==> src/rtl/fabric_cfg_pkg.sv <==
// Shared types and constants for the fabric configuration loader.
// Optional build macro: CFG_CRC_CHECK_EN (adds the trailing CRC-8 check word).
package fabric_cfg_pkg;

    typedef enum logic [2:0] {
        IDLE,
        LOAD_CLB,
        LOAD_SB,
        LOAD_CB,
        CHECK,
        FINISH
    } cfg_state_e;

    localparam int DEF_CLB_BITS = 296;   // 8 LUTs x 37 bits
    localparam int DEF_SB_BITS  = 384;
    localparam int DEF_CB_BITS  = 104;   // 8 x 13 bits
    localparam int DEF_WORD_W   = 8;

    localparam logic [7:0] CRC_POLY = 8'h07;

    // One serial CRC-8 step: shift left, fold the poly in when (msb ^ bit) is set.
    function automatic logic [7:0] crc8_step(input logic [7:0] crc, input logic b);
        logic fb;
        fb = crc[7] ^ b;
        return {crc[6:0], 1'b0} ^ (fb ? CRC_POLY : 8'h00);
    endfunction

    function automatic int max3(input int a, input int b, input int c);
        int m;
        m = (a > b) ? a : b;
        return (m > c) ? m : c;
    endfunction

endpackage

==> src/rtl/cfg_word_serializer.sv <==
// Word buffer for the configuration loader: accepts one WORD_W word at a
// time and hands it out one bit per pop, LSB first. A new word may be taken
// in the same cycle the last buffered bit is popped, so a steady source
// yields one bit every cycle with no bubbles.
// Optional build macro: CFG_CRC_CHECK_EN (exposes the raw buffered word).
module cfg_word_serializer #(
    parameter int WORD_W = 8
) (
    input  logic              clk,
    input  logic              reset,
    input  logic              load_en_i,    // owner is in a state that consumes words
    input  logic              refill_ok_i,  // owner wants another word after this one
    input  logic              pop_i,        // current bit is consumed this cycle
    input  logic              flush_i,      // drop whatever is left in the buffer
    input  logic [WORD_W-1:0] cfg_data_i,
    input  logic              cfg_valid_i,
    output logic              cfg_ready_o,
    output logic              bit_avail_o,
`ifdef CFG_CRC_CHECK_EN
    output logic [WORD_W-1:0] word_o,
`endif
    output logic              bit_o
);

    localparam int CNT_W = $clog2(WORD_W + 1);

    logic [WORD_W-1:0] buf_q, buf_d;
    logic [CNT_W-1:0]  cnt_q, cnt_d;
    logic              accept;

    assign bit_avail_o = (cnt_q != '0);
    assign bit_o       = buf_q[0];
`ifdef CFG_CRC_CHECK_EN
    assign word_o      = buf_q;
`endif
    assign cfg_ready_o = load_en_i && refill_ok_i &&
                         ((cnt_q == '0) || ((cnt_q == CNT_W'(1)) && pop_i));
    assign accept      = cfg_valid_i && cfg_ready_o;

    // Next buffer contents: flush beats refill beats shift.
    always_comb begin
        buf_d = buf_q;
        cnt_d = cnt_q;
        if (flush_i) begin
            cnt_d = '0;
        end else if (accept) begin
            buf_d = cfg_data_i;
            cnt_d = CNT_W'(WORD_W);
        end else if (pop_i && bit_avail_o) begin
            buf_d = buf_q >> 1;
            cnt_d = cnt_q - CNT_W'(1);
        end
    end

    // Buffer and remaining-bit count registers.
    always_ff @(posedge clk) begin
        if (reset) begin
            buf_q <= '0;
            cnt_q <= '0;
        end else begin
            buf_q <= buf_d;
            cnt_q <= cnt_d;
        end
    end

endmodule

==> src/rtl/fabric_config_loader.sv <==
// Fabric configuration loader: streams a packed word sequence, LSB first,
// into the CLB, switch block and connection block shift chains in turn and
// drives the program strobes. The bit stream runs continuously across chain
// boundaries; leftover bits of the final word are dropped.
// Optional build macro: CFG_CRC_CHECK_EN (CRC-8 over all shifted bits,
// checked against one trailing word; requires WORD_W >= 8).
module fabric_config_loader
    import fabric_cfg_pkg::*;
#(
    parameter int CLB_BITS = DEF_CLB_BITS,
    parameter int SB_BITS  = DEF_SB_BITS,
    parameter int CB_BITS  = DEF_CB_BITS,
    parameter int WORD_W   = DEF_WORD_W
) (
    input  logic              clk,
    input  logic              reset,
    input  logic              start,
    input  logic [WORD_W-1:0] cfg_data,
    input  logic              cfg_valid,
    output logic              cfg_ready,
    output logic              bit_in_clb,
    output logic              bit_in_sb,
    output logic              bit_in_cb,
    output logic              prgm_b,
    output logic              CLB_prgm_b,
    output logic              sb_prgm_b,
    output logic              cb_prgm_b,
    output logic              busy,
    output logic              done,
    output logic              crc_err
);

    localparam int CNT_W = $clog2(max3(CLB_BITS, SB_BITS, CB_BITS) + 1);

    cfg_state_e       state_q, state_d;
    logic [CNT_W-1:0] clb_cnt_q, clb_cnt_d, sb_cnt_q, sb_cnt_d, cb_cnt_q, cb_cnt_d;
    logic             bit_clb_q, bit_clb_d, bit_sb_q, bit_sb_d, bit_cb_q, bit_cb_d;
    logic             en_clb_q, en_clb_d, en_sb_q, en_sb_d, en_cb_q, en_cb_d;
    logic             prgm_b_q, prgm_b_d, busy_q, busy_d, done_q, done_d;
    logic             ser_avail, ser_bit, ser_pop, ser_flush, ser_refill_ok, ser_load_en;
    logic             last_clb, last_sb, last_cb;
`ifdef CFG_CRC_CHECK_EN
    logic [WORD_W-1:0] ser_word;
    logic [7:0]        crc_q, crc_d;
    logic              crc_err_q, crc_err_d;
`endif

    assign last_clb = (clb_cnt_q == CNT_W'(CLB_BITS - 1));
    assign last_sb  = (sb_cnt_q  == CNT_W'(SB_BITS - 1));
    assign last_cb  = (cb_cnt_q  == CNT_W'(CB_BITS - 1));

    assign ser_pop       = (state_q inside {LOAD_CLB, LOAD_SB, LOAD_CB}) && ser_avail;
    // The final chain bit must not pull in another word: it would be flushed.
    assign ser_refill_ok = !((state_q == LOAD_CB) && last_cb && ser_avail);
`ifdef CFG_CRC_CHECK_EN
    assign ser_load_en   = state_q inside {LOAD_CLB, LOAD_SB, LOAD_CB, CHECK};
`else
    assign ser_load_en   = state_q inside {LOAD_CLB, LOAD_SB, LOAD_CB};
`endif

    cfg_word_serializer #(.WORD_W(WORD_W)) u_ser (
        .clk         (clk),
        .reset       (reset),
        .load_en_i   (ser_load_en),
        .refill_ok_i (ser_refill_ok),
        .pop_i       (ser_pop),
        .flush_i     (ser_flush),
        .cfg_data_i  (cfg_data),
        .cfg_valid_i (cfg_valid),
        .cfg_ready_o (cfg_ready),
        .bit_avail_o (ser_avail),
`ifdef CFG_CRC_CHECK_EN
        .word_o      (ser_word),
`endif
        .bit_o       (ser_bit)
    );

    // Sequencer: next state, chain counters and next values of the output registers.
    always_comb begin
        state_d   = state_q;
        clb_cnt_d = clb_cnt_q;
        sb_cnt_d  = sb_cnt_q;
        cb_cnt_d  = cb_cnt_q;
        bit_clb_d = bit_clb_q;
        bit_sb_d  = bit_sb_q;
        bit_cb_d  = bit_cb_q;
        en_clb_d  = 1'b0;
        en_sb_d   = 1'b0;
        en_cb_d   = 1'b0;
        prgm_b_d  = prgm_b_q;
        busy_d    = busy_q;
        done_d    = 1'b0;
        ser_flush = 1'b0;
`ifdef CFG_CRC_CHECK_EN
        crc_d     = ser_pop ? crc8_step(crc_q, ser_bit) : crc_q;
        crc_err_d = crc_err_q;
`endif
        case (state_q)
            IDLE: begin
                if (start) begin
                    state_d   = LOAD_CLB;
                    busy_d    = 1'b1;
                    prgm_b_d  = 1'b0;
                    clb_cnt_d = '0;
                    sb_cnt_d  = '0;
                    cb_cnt_d  = '0;
`ifdef CFG_CRC_CHECK_EN
                    crc_d     = 8'h00;
                    crc_err_d = 1'b0;
`endif
                end
            end
            LOAD_CLB: begin
                if (ser_avail) begin
                    {bit_clb_d, bit_sb_d, bit_cb_d} = {ser_bit, 2'b00};
                    en_clb_d  = 1'b1;
                    clb_cnt_d = clb_cnt_q + CNT_W'(1);
                    if (last_clb) state_d = LOAD_SB;
                end
            end
            LOAD_SB: begin
                if (ser_avail) begin
                    {bit_clb_d, bit_sb_d, bit_cb_d} = {1'b0, ser_bit, 1'b0};
                    en_sb_d  = 1'b1;
                    sb_cnt_d = sb_cnt_q + CNT_W'(1);
                    if (last_sb) state_d = LOAD_CB;
                end
            end
            LOAD_CB: begin
                if (ser_avail) begin
                    {bit_clb_d, bit_sb_d, bit_cb_d} = {2'b00, ser_bit};
                    en_cb_d  = 1'b1;
                    cb_cnt_d = cb_cnt_q + CNT_W'(1);
                    if (last_cb) begin
                        ser_flush = 1'b1;   // discard unused high bits of the last word
`ifdef CFG_CRC_CHECK_EN
                        state_d   = CHECK;
`else
                        state_d   = FINISH;
`endif
                    end
                end
            end
`ifdef CFG_CRC_CHECK_EN
            CHECK: begin
                if (ser_avail) begin
                    ser_flush = 1'b1;
                    if (ser_word[7:0] != crc_q) crc_err_d = 1'b1;
                    state_d   = FINISH;
                end
            end
`endif
            FINISH: begin
                state_d  = IDLE;
                prgm_b_d = 1'b1;
                busy_d   = 1'b0;
                done_d   = 1'b1;
                {bit_clb_d, bit_sb_d, bit_cb_d} = 3'b000;
            end
            default: state_d = IDLE;
        endcase
    end

    // State, counters and registered outputs; reset aborts any load in progress.
    always_ff @(posedge clk) begin
        if (reset) begin
            state_q   <= IDLE;
            clb_cnt_q <= '0;
            sb_cnt_q  <= '0;
            cb_cnt_q  <= '0;
            bit_clb_q <= 1'b0;
            bit_sb_q  <= 1'b0;
            bit_cb_q  <= 1'b0;
            en_clb_q  <= 1'b0;
            en_sb_q   <= 1'b0;
            en_cb_q   <= 1'b0;
            prgm_b_q  <= 1'b1;
            busy_q    <= 1'b0;
            done_q    <= 1'b0;
`ifdef CFG_CRC_CHECK_EN
            crc_q     <= 8'h00;
            crc_err_q <= 1'b0;
`endif
        end else begin
            state_q   <= state_d;
            clb_cnt_q <= clb_cnt_d;
            sb_cnt_q  <= sb_cnt_d;
            cb_cnt_q  <= cb_cnt_d;
            bit_clb_q <= bit_clb_d;
            bit_sb_q  <= bit_sb_d;
            bit_cb_q  <= bit_cb_d;
            en_clb_q  <= en_clb_d;
            en_sb_q   <= en_sb_d;
            en_cb_q   <= en_cb_d;
            prgm_b_q  <= prgm_b_d;
            busy_q    <= busy_d;
            done_q    <= done_d;
`ifdef CFG_CRC_CHECK_EN
            crc_q     <= crc_d;
            crc_err_q <= crc_err_d;
`endif
        end
    end

    assign bit_in_clb = bit_clb_q;
    assign bit_in_sb  = bit_sb_q;
    assign bit_in_cb  = bit_cb_q;
    assign CLB_prgm_b = en_clb_q;
    assign sb_prgm_b  = en_sb_q;
    assign cb_prgm_b  = en_cb_q;
    assign prgm_b     = prgm_b_q;
    assign busy       = busy_q;
    assign done       = done_q;
`ifdef CFG_CRC_CHECK_EN
    assign crc_err    = crc_err_q;
`else
    assign crc_err    = 1'b0;
`endif

endmodule

==> config.mk <==
export PLATFORM = sky130hd
export DESIGN_NAME = fabric_config_loader
export DESIGN_NICKNAME = d
export VERILOG_FILES = /design/src/rtl/fabric_cfg_pkg.sv /design/src/rtl/cfg_word_serializer.sv /design/src/rtl/fabric_config_loader.sv
export SDC_FILE = /design/constraint.sdc
export NUM_CORES = 1
export LEC_CHECK = 0
export CORE_ASPECT_RATIO = 1.2
export CORE_MARGIN = 8
export CORE_UTILIZATION = 58
export DETAILED_ROUTE_END_ITERATION = 8
export PLACE_DENSITY_LB_ADDON = 0.1
export SYNTH_ARGS = -nofsm -noshare
export SYNTH_HDL_FRONTEND = slang
export SYNTH_SLANG_ARGS = --single-unit
==> constraint.sdc <==
create_clock -name clk -period 2.34 [get_ports clk]
set_input_delay 0.702 -clock clk [delete_from_list [all_inputs] [get_ports clk]]
set_output_delay 0.702 -clock clk [all_outputs]
set_load 0.02 [all_outputs]
==> results of run 1 <==
[metrics by stage]
step / hold WS [ps] / setup WS (ps)
after floorplan: 438 / 168
after CTS: 478 / 33.2
after detailed placement: 466 / -27.9
after global routing: 491 / -56.3
after global placement: 454 / -12.6
final: 476 / 41.0
[cell families after synthesis]
group	Yosys count	synth area share, %
AO/OA/AOI/OAI	81	24.9
other	1	0.137
adder cells (fa/ha/maj)	5	2.28
XOR/XNOR	7	2.23
buffers and inverters	33	5.15
flip-flops	51	37.2
AND/OR/NAND/NOR	129	27.7
multiplexers	1	0.410
[cells in the final DEF (no fill, tap or decap), drive strengths merged, types with 2 or more instances in the layout]
| cell type | n |
|---|---|
| nor2 | 19 |
| nor3 | 10 |
| clkbuf | 6 |
| or4 | 10 |
| xor2 | 6 |
| o31ai | 7 |
| nand3b | 2 |
| a21oi | 24 |
| o41ai | 3 |
| o211ai | 5 |
| or3 | 9 |
| o22ai | 2 |
| and3 | 3 |
| inv | 14 |
| nor4 | 18 |
| ha | 5 |
| nand2 | 22 |
| nand3 | 9 |
| o2111ai | 5 |
| a2111oi | 7 |
| nand4 | 6 |
| clkdlybuf4s50 | 20 |
| dfxtp | 51 |
| and2 | 2 |
| or2 | 3 |
| buf | 39 |
| a22oi | 2 |
| o21a | 2 |
| nor3b | 2 |
| o21ai | 13 |
| nand2b | 5 |
[final cells by class]
type / count / share of cell area, %
repair buffers: 59 / 15.2
clock inverters: 2 / 1.04
well taps: 58 / 2.16
clock buffers: 6 / 2.46
inverters: 14 / 1.56
flip-flops and latches: 51 / 30.5
multi-input cells: 224 / 47.2
[critical path, delay by kind of cell (launching register included)]
family / cells / cell delay (ps)
buf+inv: 1 / 160
flops: 1 / 330
simple gates: 3 / 800
[worst paths after layout]
check / slack (ps) / startpoint / depth (start not counted) / end
worst max-delay path: 40 / cb_cnt_q[4]$_SDFFE_PP0P_ / 4 / cfg_ready
worst min register to register: 480 / u_ser.buf_q[7]$_SDFFE_PP0P_ / 2 / u_ser.buf_q[7]$_SDFFE_PP0P_
worst min-delay path: 480 / u_ser.buf_q[7]$_SDFFE_PP0P_ / 2 / u_ser.buf_q[7]$_SDFFE_PP0P_
worst max register to register: 90 / u_ser.cnt_q[0]$_SDFFE_PP0P_ / 8 / u_ser.buf_q[0]$_SDFFE_PP0P_
[registers in the layout, summed over array words and instances, names as in the netlist, 3 cells and up]
register     flops
clb_cnt_q        9
state_q          3
u_ser.buf_q      8
u_ser.cnt_q      4
cb_cnt_q         9
sb_cnt_q         9
[routing by layer]
| layer | vias up | global-route usage (%) |
|---|---|---|
| li1 | 1270 | - |
| met1 | 1169 | 21.4 |
| met2 | 41 | 31.8 |
| met3 | 9 | 4.34 |
| met4 | 0 | 6.97 |
| met5 | - | 0 |
[where the power goes]
group	switching, uW	internal, uW
logic	678	541
clock network	292	346
registers	74.7	969
[what timing repair did]
action / CTS / global route
gates resized for setup: 4 / 4
endpoints found under the setup margin: 1 / 5
hold endpoints to repair: 0 / 0
==> reports/results.txt, run 1 <==
Outcome -> complete, no violations
Largest area contributor in the netlist -> dfxtp_1
Routed WL per cell -> 15.5 um
Skew-Pair Late Insertion Delay -> 310 ps
Overall power -> 2900 uW
Drt drc -> 0
Iteration-0 DRC Markers -> 146
RePlAce Congestion -> 0.914
Crit Path Class -> flip-flop to primary output
Seq cells post-synth -> 51
Top cell type's share of synthesized area -> 37.2%
Slew HR -> 57.8%
Clock Path Buffers -> 2
Pins Over Slew Limit -> 0
Placed Area -> 3240 sq um
Mapped cell area -> 2750 sq um
Crit path max fanout -> 2
Post-layout util -> 73.7%
Main synth FF type -> dfxtp_1
Die area -> 7200 sq um
Antenna viol nets, final -> 0
Hold buffers post-CTS -> 0
Setup violators final -> 0
GR Overflow Total -> 0
Peak supply drop -> 0.748 mV
Initial core utilization -> 60.2%
Num CTS Buffers -> 5
Clock transition at the registers of the reported paths -> 90 ps
Finished Layout Cells -> 414
Max cap viols -> 0
Syn_nets -> 325
Area growth syn-to-layout -> 22.3%
DRT Wirelength -> 6.42 mm
Top cells by count, synth -> 51 x dfxtp_1, 23 x a21oi_1, 22 x nand2_1, 19 x nor2_1, 17 x nor4_1
Met3 wire len -> 230 um
WL met2 -> 3.25 mm
Register area share after synthesis -> 37.2%
Vias in the first global route -> 2416
Pwr Density -> 863 nW/um^2
Core footprint -> 4560 sq um
Most numerous cell in the Yosys netlist -> dfxtp_1
Chip width -> 78.8 um
Buffers added on ports -> 21
Setup Skew -> 5.90 ps
H-tree depth -> 2
# fillers -> 346
Worst path max stage delay -> 550 ps
Multi-input gate area -> 1580 sq um
Class of the worst hold path -> flip-flop to flip-flop
Syn Area/Cell -> 8.92 sq um
Initial antenna violation count -> 0
Clk sinks -> 51
Inst Count DP -> 406
Arrival time of the worst setup path -> 1600 ps
Drt first pass iters -> 4
First-pass GRT wire length -> 11.1 mm
Postcts setup bufs -> 0
Worst slew pin tran -> 625 ps
Number of flops mapped to enable cells by yosys -> 0
Crit-path slowest cell -> or4_4
HPWL Detailed -> 4.75 mm
Die height -> 91.4 um
CTS root buf -> clkbuf_8
CTS tree -> yes
Required time of the critical path -> 1640 ps
Row count -> 27
Final Cycle Share -> 98.2%
Count of cell types in the netlist -> 60
Antenna fix cells -> 0
All-Layer GR Usage -> 18.5%
CP startpoint kind -> flip-flop
Setup_tns -> 0 ps
IO Pins -> 23
Via count -> 2489
Crit path cell chain -> or4_4 -> nor4_4 -> nor2_1 -> buf_4
Crit end category -> primary output
Yosys Warn Count -> 0
Post-route cell area -> 3360 sq um
Layout cells sized above 1 -> 19.1%
Final Hold Violating Endpoints -> 0
NumNets Final -> 372
FF+latch area -> 1020 sq um
LEAKAGE -> 0.00112 uW
Synth Instances -> 308
Post-route minimum period -> 2300 ps
Vias/cell -> 6.01
Peak Freq -> 435 MHz
Met1 wire length -> 2.84 mm
Pin count of the biggest net entering global routing -> 23
Top sig layer -> met4
Asr flop ratio synth -> 0%
Top cells by area, synth -> dfxtp_1 37%, a2111oi_4 7.0%, a21oi_1 4.2%
RSZ-0062 raised after global routing -> yes
Power figures use the tool's default switching activity.
==> run 2, diff against run 1 <==
Settings changed: ABC_AREA set to 1, CORE_MARGIN 8 to 4, CORE_UTILIZATION 58 to 57.
==> run 2 against run 1 <==
Effect of this change:
- design area fell by 6.9%
- wire length shrank 9.0%
- worst setup slack improved by 63 ps
- cell count rose by 20%
- synthesized area is 2.6% lower
- largest cell class unchanged
- power increased by 7.9%
- utilization down 5.0 points
- critical path depth up 6
- sequential cell count did not move
- first-iteration DRC count decreased by 11%
- via count is 4.5% higher
==> reports/results.txt, run 2 <==
Max cap viols -> 0 (unchanged)
Post-layout util -> 68.6% (-5.0 points)
Top cells by count, synth -> 95 x nand2_1, 59 x inv_1, 51 x dfxtp_1, 41 x nor2_1, 36 x a21oi_1
Top cells by area, synth -> dfxtp_1 38%, nand2_1 13%, inv_1 8.3%
Final Cycle Share -> 95.5% (-2.7 points)
Setup Skew -> 8.53 ps (+2.64 ps)
Area growth syn-to-layout -> 17.0%
First-pass GRT wire length -> 10.1 mm (-8.4%)
# fillers -> 405 (+17%)
RSZ-0062 raised after global routing -> no
Drt first pass iters -> 4 (unchanged)
Top cell type's share of synthesized area -> 38.2% (+0.99 points)
R2r setup slk -> 500 ps (+410 ps)
Clock Path Buffers -> 2 (unchanged)
Placed Area -> 3040 sq um (-6.1%)
Chip width -> 70.5 um (-11%)
Crit path max fanout -> 2 (unchanged)
DRT Wirelength -> 5.84 mm (-9.0%)
XOR/XNOR share of the synthesized area -> 0.327% (-1.9 points)
Largest regs -> cb_cnt_q (9), clb_cnt_q (9), sb_cnt_q (9)
Most frequent cells in the layout -> 95 x nand2_1, 59 x inv_1, 50 x dfxtp_1, 40 x nor2_1, 36 x a21oi_1
Seq cells post-synth -> 51 (unchanged)
WHS Path Cells -> 2 (unchanged)
Mux cell area share after synthesis -> 0% (-0.41 points)
Worst r2r path cells -> 11 (+3)
Crit Reg-Reg Endpoint -> u_ser.buf_q[3]$_SDFFE_PP0P_
Crit end category -> primary output
Required time of the critical path -> 1640 ps (about the same)
Largest area contributor in the netlist -> dfxtp_1
Syn Area/Cell -> 6.69 sq um (-25%)
CP startpoint kind -> flip-flop
Vias/cell -> 5.24 (-13%)
HPWL Detailed -> 4.43 mm (-6.7%)
GR Overflow Total -> 0 (unchanged)
Peak supply drop -> 0.874 mV (+17%)
Die height -> 83.0 um (-9.1%)
Antenna viol nets, final -> 0 (unchanged)
Skew-Pair Late Insertion Delay -> 300 ps (about the same)
Yosys Warn Count -> 0 (unchanged)
Initial core utilization -> 58.7% (-1.6 points)
Post-route minimum period -> 2240 ps (-63.1 ps)
Initial antenna violation count -> 0 (unchanged)
IO Pins -> 23 (unchanged)
CTS root buf -> clkbuf_8
Iteration-0 DRC Markers -> 130 (-11%)
Compound-Gate Fraction of Synth Area -> 12.3% (-13 points)
Peak Freq -> 447 MHz (+2.8%)
Clock transition at the registers of the reported paths -> 90 ps (about the same)
Drt drc -> 0 (unchanged)
Via count -> 2600 (+4.5%)
Number of flops mapped to enable cells by yosys -> 0 (unchanged)
H-tree depth -> 2 (unchanged)
Mapped cell area -> 2680 sq um (-2.6%)
Antenna fix cells -> 0 (unchanged)
Largest family of logic cells by synthesized area -> simple AND/OR/NAND/NOR gates
Clk sinks -> 51 (unchanged)
Final Hold Violating Endpoints -> 0 (unchanged)
Reg-to-Reg Start -> u_ser.cnt_q[0]$_SDFFE_PP0P_
Hold EP -> bit_in_cb$_SDFFE_PP0P_
Most common cell after layout, fill and taps aside -> nand2_1
Pin count of the biggest net entering global routing -> 16 (-30%)
Syn_nets -> 417 (+28%)
Post-route cell area -> 3130 sq um (-6.9%)
Asr flop ratio synth -> 0% (unchanged)
Count of cell types in the netlist -> 34 (-43%)
Crit Path Class -> flip-flop to primary output
Register area share after synthesis -> 38.2% (+0.99 points)
Hold path start -> bit_in_cb$_SDFFE_PP0P_
Num CTS Buffers -> 5 (unchanged)
Post-Synth Adder-Cell Area -> 2.34% (+0.061 points)
Arrival time of the worst setup path -> 1530 ps (-70 ps)
Class of the worst hold path -> flip-flop to flip-flop
Hold buffers post-CTS -> 0 (unchanged)
LEAKAGE -> 0.00139 uW (+24%)
Setup violators final -> 0 (unchanged)
RePlAce Congestion -> 0.826 (-9.7%)
Synth Instances -> 400 (+30%)
Pins Over Slew Limit -> 0 (unchanged)
Post-Synth Simple-Gate Area -> 36.0% (+8.3 points)
Outcome -> complete, no violations
Pwr Density -> 1000 nW/um^2 (+16%)
Layout cells sized above 1 -> 11.2% (-7.9 points)
NumNets Final -> 455 (+22%)
CTS tree -> yes
Row count -> 27 (unchanged)
Buffers added on ports -> 21 (unchanged)
Core footprint -> 4560 sq um (unchanged)
Die area -> 5860 sq um (-19%)
All-Layer GR Usage -> 20.8% (+2.3 points)
Most numerous cell in the Yosys netlist -> nand2_1
Main synth FF type -> dfxtp_1
Routed WL per cell -> 11.8 um (-24%)
Vias in the first global route -> 2387 (-1.2%)
Setup_tns -> 0 ps (unchanged)
run 2: cell types whose count changed after synthesis, moves of 6 or more:
cell and change:
nand2_1 +73, inv_1 +45, nor2_1 +22, nand3_1 +20, nor4_1 -16, a21oi_1 +13
nand4_1 +10, or3_1 -9, or4_1 -9, a2111oi_4 -7, clkbuf_1 -7, nand2_2 +6
o31ai_1 -6
run 2: repair_timing:
action / 4_1_cts / 5_1_grt
buffers inserted: 0 / 0
endpoints found under the setup margin: 1 / 1
pin swaps: 1 / 0
resized for setup: 5 / 2
run 2: critical path, stage by stage (launching register included):
cell	delay, ps
dfxtp_1	340
ha_1	160
nand2_1	80
nor2_2	110
inv_1	50
nor2_1	90
buf_4	130
nand2_4	40
nand2_1	50
inv_1	40
buf_2	150
run 2: area by class of cell:
cell class	instances	area, sq um	share of cell area (%)
repair buffers	38	333	10.6
inverters	64	243	7.76
flip-flops and latches	51	1020	32.7
clock buffers	6	82.6	2.64
well taps	58	72.6	2.32
clock inverters	1	8.76	0.280
multi-input cells	278	1370	43.7
run 2: logic make-up (layout without fill, tap and decap cells):
family,after synthesis,in the layout
and+or+nand+nor,210,210
buffers and inverters,71,109
AOI/OAI and AO/OA,61,61
DFF,51,51
adders and majority gates,5,5
other,1,1
xor gates and xnor gates,1,1
run 2: power by group:
part	switching [uW]	internal [uW]	leakage [uW]	total [uW]
registers	116	1030	0.000415	1150
logic	925	524	0.000928	1450
clock network	295	239	0.0000477	533
total	1340	1790	0.00139	3130
run 2: metal layers:
| layer | up-vias | routed length (um) | global-route usage, % |
|---|---|---|---|
| met5 | - | 0 | 0 |
| met4 | 0 | 75 | 3.93 |
| met3 | 10 | 262 | 4.48 |
| met2 | 47 | 3010 | 39.4 |
| met1 | 1183 | 2490 | 23.5 |
| li1 | 1360 | - | - |
run 2: worst max path at each step:
stage,cells after the start,slack [ps],end,from
2_1_floorplan,8,390,cfg_ready,u_ser.cnt_q[0]$_SDFFE_PP0P_
3_3_place_gp,10,20,cfg_ready,cb_cnt_q[0]$_SDFFE_PP0P_
3_5_place_dp,10,10,cfg_ready,cb_cnt_q[0]$_SDFFE_PP0P_
4_1_cts,10,90,cfg_ready,cb_cnt_q[0]$_SDFFE_PP0P_
5_1_grt,10,3,cfg_ready,cb_cnt_q[0]$_SDFFE_PP0P_
6_report,10,100,cfg_ready,cb_cnt_q[0]$_SDFFE_PP0P_
run 2: through the flow:
stage               std cells  worst slack (ps)  hold WS, ps  total power, uW
floorplan                 400               390          450             2170
global placement          489              19.9          448             2590
detailed placement        489              14.2          456             2620
CTS                       496              87.3          477             3140
global route              496              3.20          506             3380
finish                    496               104          470             3130
==> run 3, diff against run 2 <==
Settings changed: CORE_MARGIN 4 to unset, CORE_UTILIZATION 57 to 62.
Clock period 2.34 ns to 2.87 ns, I/O delays scaled along.
==> run 3 against run 2 <==
Effect of this change:
- register-to-register slack gained 500 ps
- power fell by 18%
- wire length is 4.9% lower
- combinational power fell by 21%
- count of clock-buffer cells in the layout is 1 lower
- non-clock buffer count is 11 lower
- via count shrank 2.0%
- global-route usage is 6.1 points higher
- worst setup slack improved by 120 ps
==> reports/results.txt, run 3 (synthesis results as in run 2) <==
Buffers added on ports -> 21 (unchanged)
NumNets Final -> 444 (-2.4%)
Clock Path Buffers -> 2 (unchanged)
Pin count of the biggest net entering global routing -> 17 (+1)
Initial core utilization -> 66.3% (+7.6 points)
First-pass GRT wire length -> 9.24 mm (-8.8%)
Arrival time of the worst setup path -> 1790 ps (+260 ps)
LEAKAGE -> 0.00135 uW (-3.1%)
Drt first pass iters -> 4 (unchanged)
Antenna fix cells -> 0 (unchanged)
WHS Path Cells -> 2 (unchanged)
Via count -> 2547 (-2.0%)
Vias/cell -> 5.28 (+0.81%)
Largest regs -> cb_cnt_q (9), clb_cnt_q (9), sb_cnt_q (9)
Row count -> 25 (-7.4%)
H-tree depth -> 2 (unchanged)
HPWL Detailed -> 4.16 mm (-6.1%)
Peak supply drop -> 0.525 mV (-40%)
Inst Count DP -> 474 (-3.1%)
Core footprint -> 4040 sq um (-12%)
DRT Wirelength -> 5.55 mm (-4.9%)
Routed WL per cell -> 11.5 um (-2.2%)
Setup Skew -> 9.98 ps (+1.45 ps)
Hold buffers post-CTS -> 0 (unchanged)
All-Layer GR Usage -> 26.8% (+6.1 points)
Clock transition at the registers of the reported paths -> 100 ps (about the same)
Layout cells sized above 1 -> 8.64% (-2.5 points)
Die area -> 4580 sq um (-22%)
Post-route minimum period -> 2650 ps
GR Util met3 -> 5.91% (+1.4 points)
Vias in the first global route -> 2233 (-6.5%)
Antenna viol nets, final -> 0 (unchanged)
CTS tree -> yes
Clk sinks -> 51 (unchanged)
Post-layout util -> 75.9% (+7.3 points)
Most common cell after layout, fill and taps aside -> nand2_1
Pwr Density -> 841 nW/um^2 (-16%)
Postcts setup bufs -> 0 (unchanged)
Iteration-0 DRC Markers -> 155 (+19%)
Area growth syn-to-layout -> 14.5%
Setup_tns -> 0 ps (unchanged)
Worst r2r path cells -> 11 (unchanged)
RePlAce Congestion -> 0.902 (+9.2%)
Setup violators final -> 0 (unchanged)
Post-CTS sizing -> 2 (-3)
Required time of the critical path -> 2010 ps (+370 ps)
Worst path max stage delay -> 380 ps (+40 ps)
Initial antenna violation count -> 0 (unchanged)
Met1 Resource Use GR -> 33.1% (+9.6 points)
CP startpoint kind -> flip-flop
Crit-path slowest cell -> dfxtp_1
Crit Path Class -> flip-flop to primary output
Final Cycle Share -> 92.2%
Die height -> 74.0 um (-11%)
Skew-Pair Late Insertion Delay -> 300 ps (about the same)
Most frequent cells in the layout -> 95 x nand2_1, 59 x inv_1, 50 x dfxtp_1, 41 x nor2_1, 36 x a21oi_1
Num CTS Buffers -> 5 (unchanged)
Met2 global-route usage -> 46.0% (+6.5 points)
Drt drc -> 0 (unchanged)
Crit end category -> primary output
Final Hold Violating Endpoints -> 0 (unchanged)
Placed Area -> 2950 sq um (-2.9%)
IO Pins -> 23 (unchanged)
GRT busiest layer -> met2
CTS root buf -> clkbuf_8
Post-route cell area -> 3060 sq um (-2.1%)
Finished Layout Cells -> 482 (-2.8%)
Peak Freq -> 378 MHz
Pins Over Slew Limit -> 0 (unchanged)
Class of the worst hold path -> flip-flop to flip-flop
GR Overflow Total -> 0 (unchanged)
Outcome -> complete, no violations
RSZ-0062 raised after global routing -> no
Chip width -> 62.0 um (-12%)
Crit path max fanout -> 4 (+2)
Max cap viols -> 0 (unchanged)
Crit path cell chain -> ha_1 -> nand2_1 -> nor2_1 -> inv_1 -> nor2_1 -> nand2_4 -> nand2_1 -> inv_1 -> dlygate4sd2_1
==> run 3: report_power, final <==
part	leakage (uW)	switching [uW]	internal, uW
Sequential	0.000415	104	842
Combinational	0.000874	734	401
Clock	0.0000581	237	260
Total	0.00135	1070	1500
==> run 3: worst max-delay path, delay by kind of cell, from the launching register on <==
kind	cells	cell delay, ps
flip-flops	1	380
buffers and inverters	3	400
AND/OR/NAND/NOR	5	540
adder cells (fa/ha/maj)	1	180
==> run 3: per-stage QoR <==
stage	worst slack [ps]	power, uW	hold slack, ps
after detailed placement	321	2090	447
after global routing	79.0	2780	520
after CTS	200	2590	472
after global placement	370	2060	444
final	223	2580	472
after floorplan	761	1770	450
==> run 3: worst paths after layout <==
| path | startpoint | end | slack, ps |
|---|---|---|---|
| worst max-delay path | cb_cnt_q[0]$_SDFFE_PP0P_ | cfg_ready | 220 |
| worst min-delay path | busy$_SDFFE_PP0P_ | busy$_SDFFE_PP0P_ | 470 |
| worst max register to register | u_ser.cnt_q[0]$_SDFFE_PP0P_ | state_q[1]$_SDFFE_PP0P_ | 1000 |
| worst min register to register | busy$_SDFFE_PP0P_ | busy$_SDFFE_PP0P_ | 470 |
==> run 3: cell type report <==
cell class / count / area, sq um
well taps: 54 / 67.6
clock inverters: 3 / 43.8
fillers: 315 / 971
flip-flops and latches: 51 / 1020
multi-input cells: 278 / 1370
repair buffers: 27 / 254
inverters: 64 / 243
clock buffers: 5 / 68.8
==> run 3: per-layer routing <==
layer	wire length, um	vias up
li1	-	1338
met1	2490	1143
met2	2760	62
met3	246	4
met4	59	0
met5	0	-
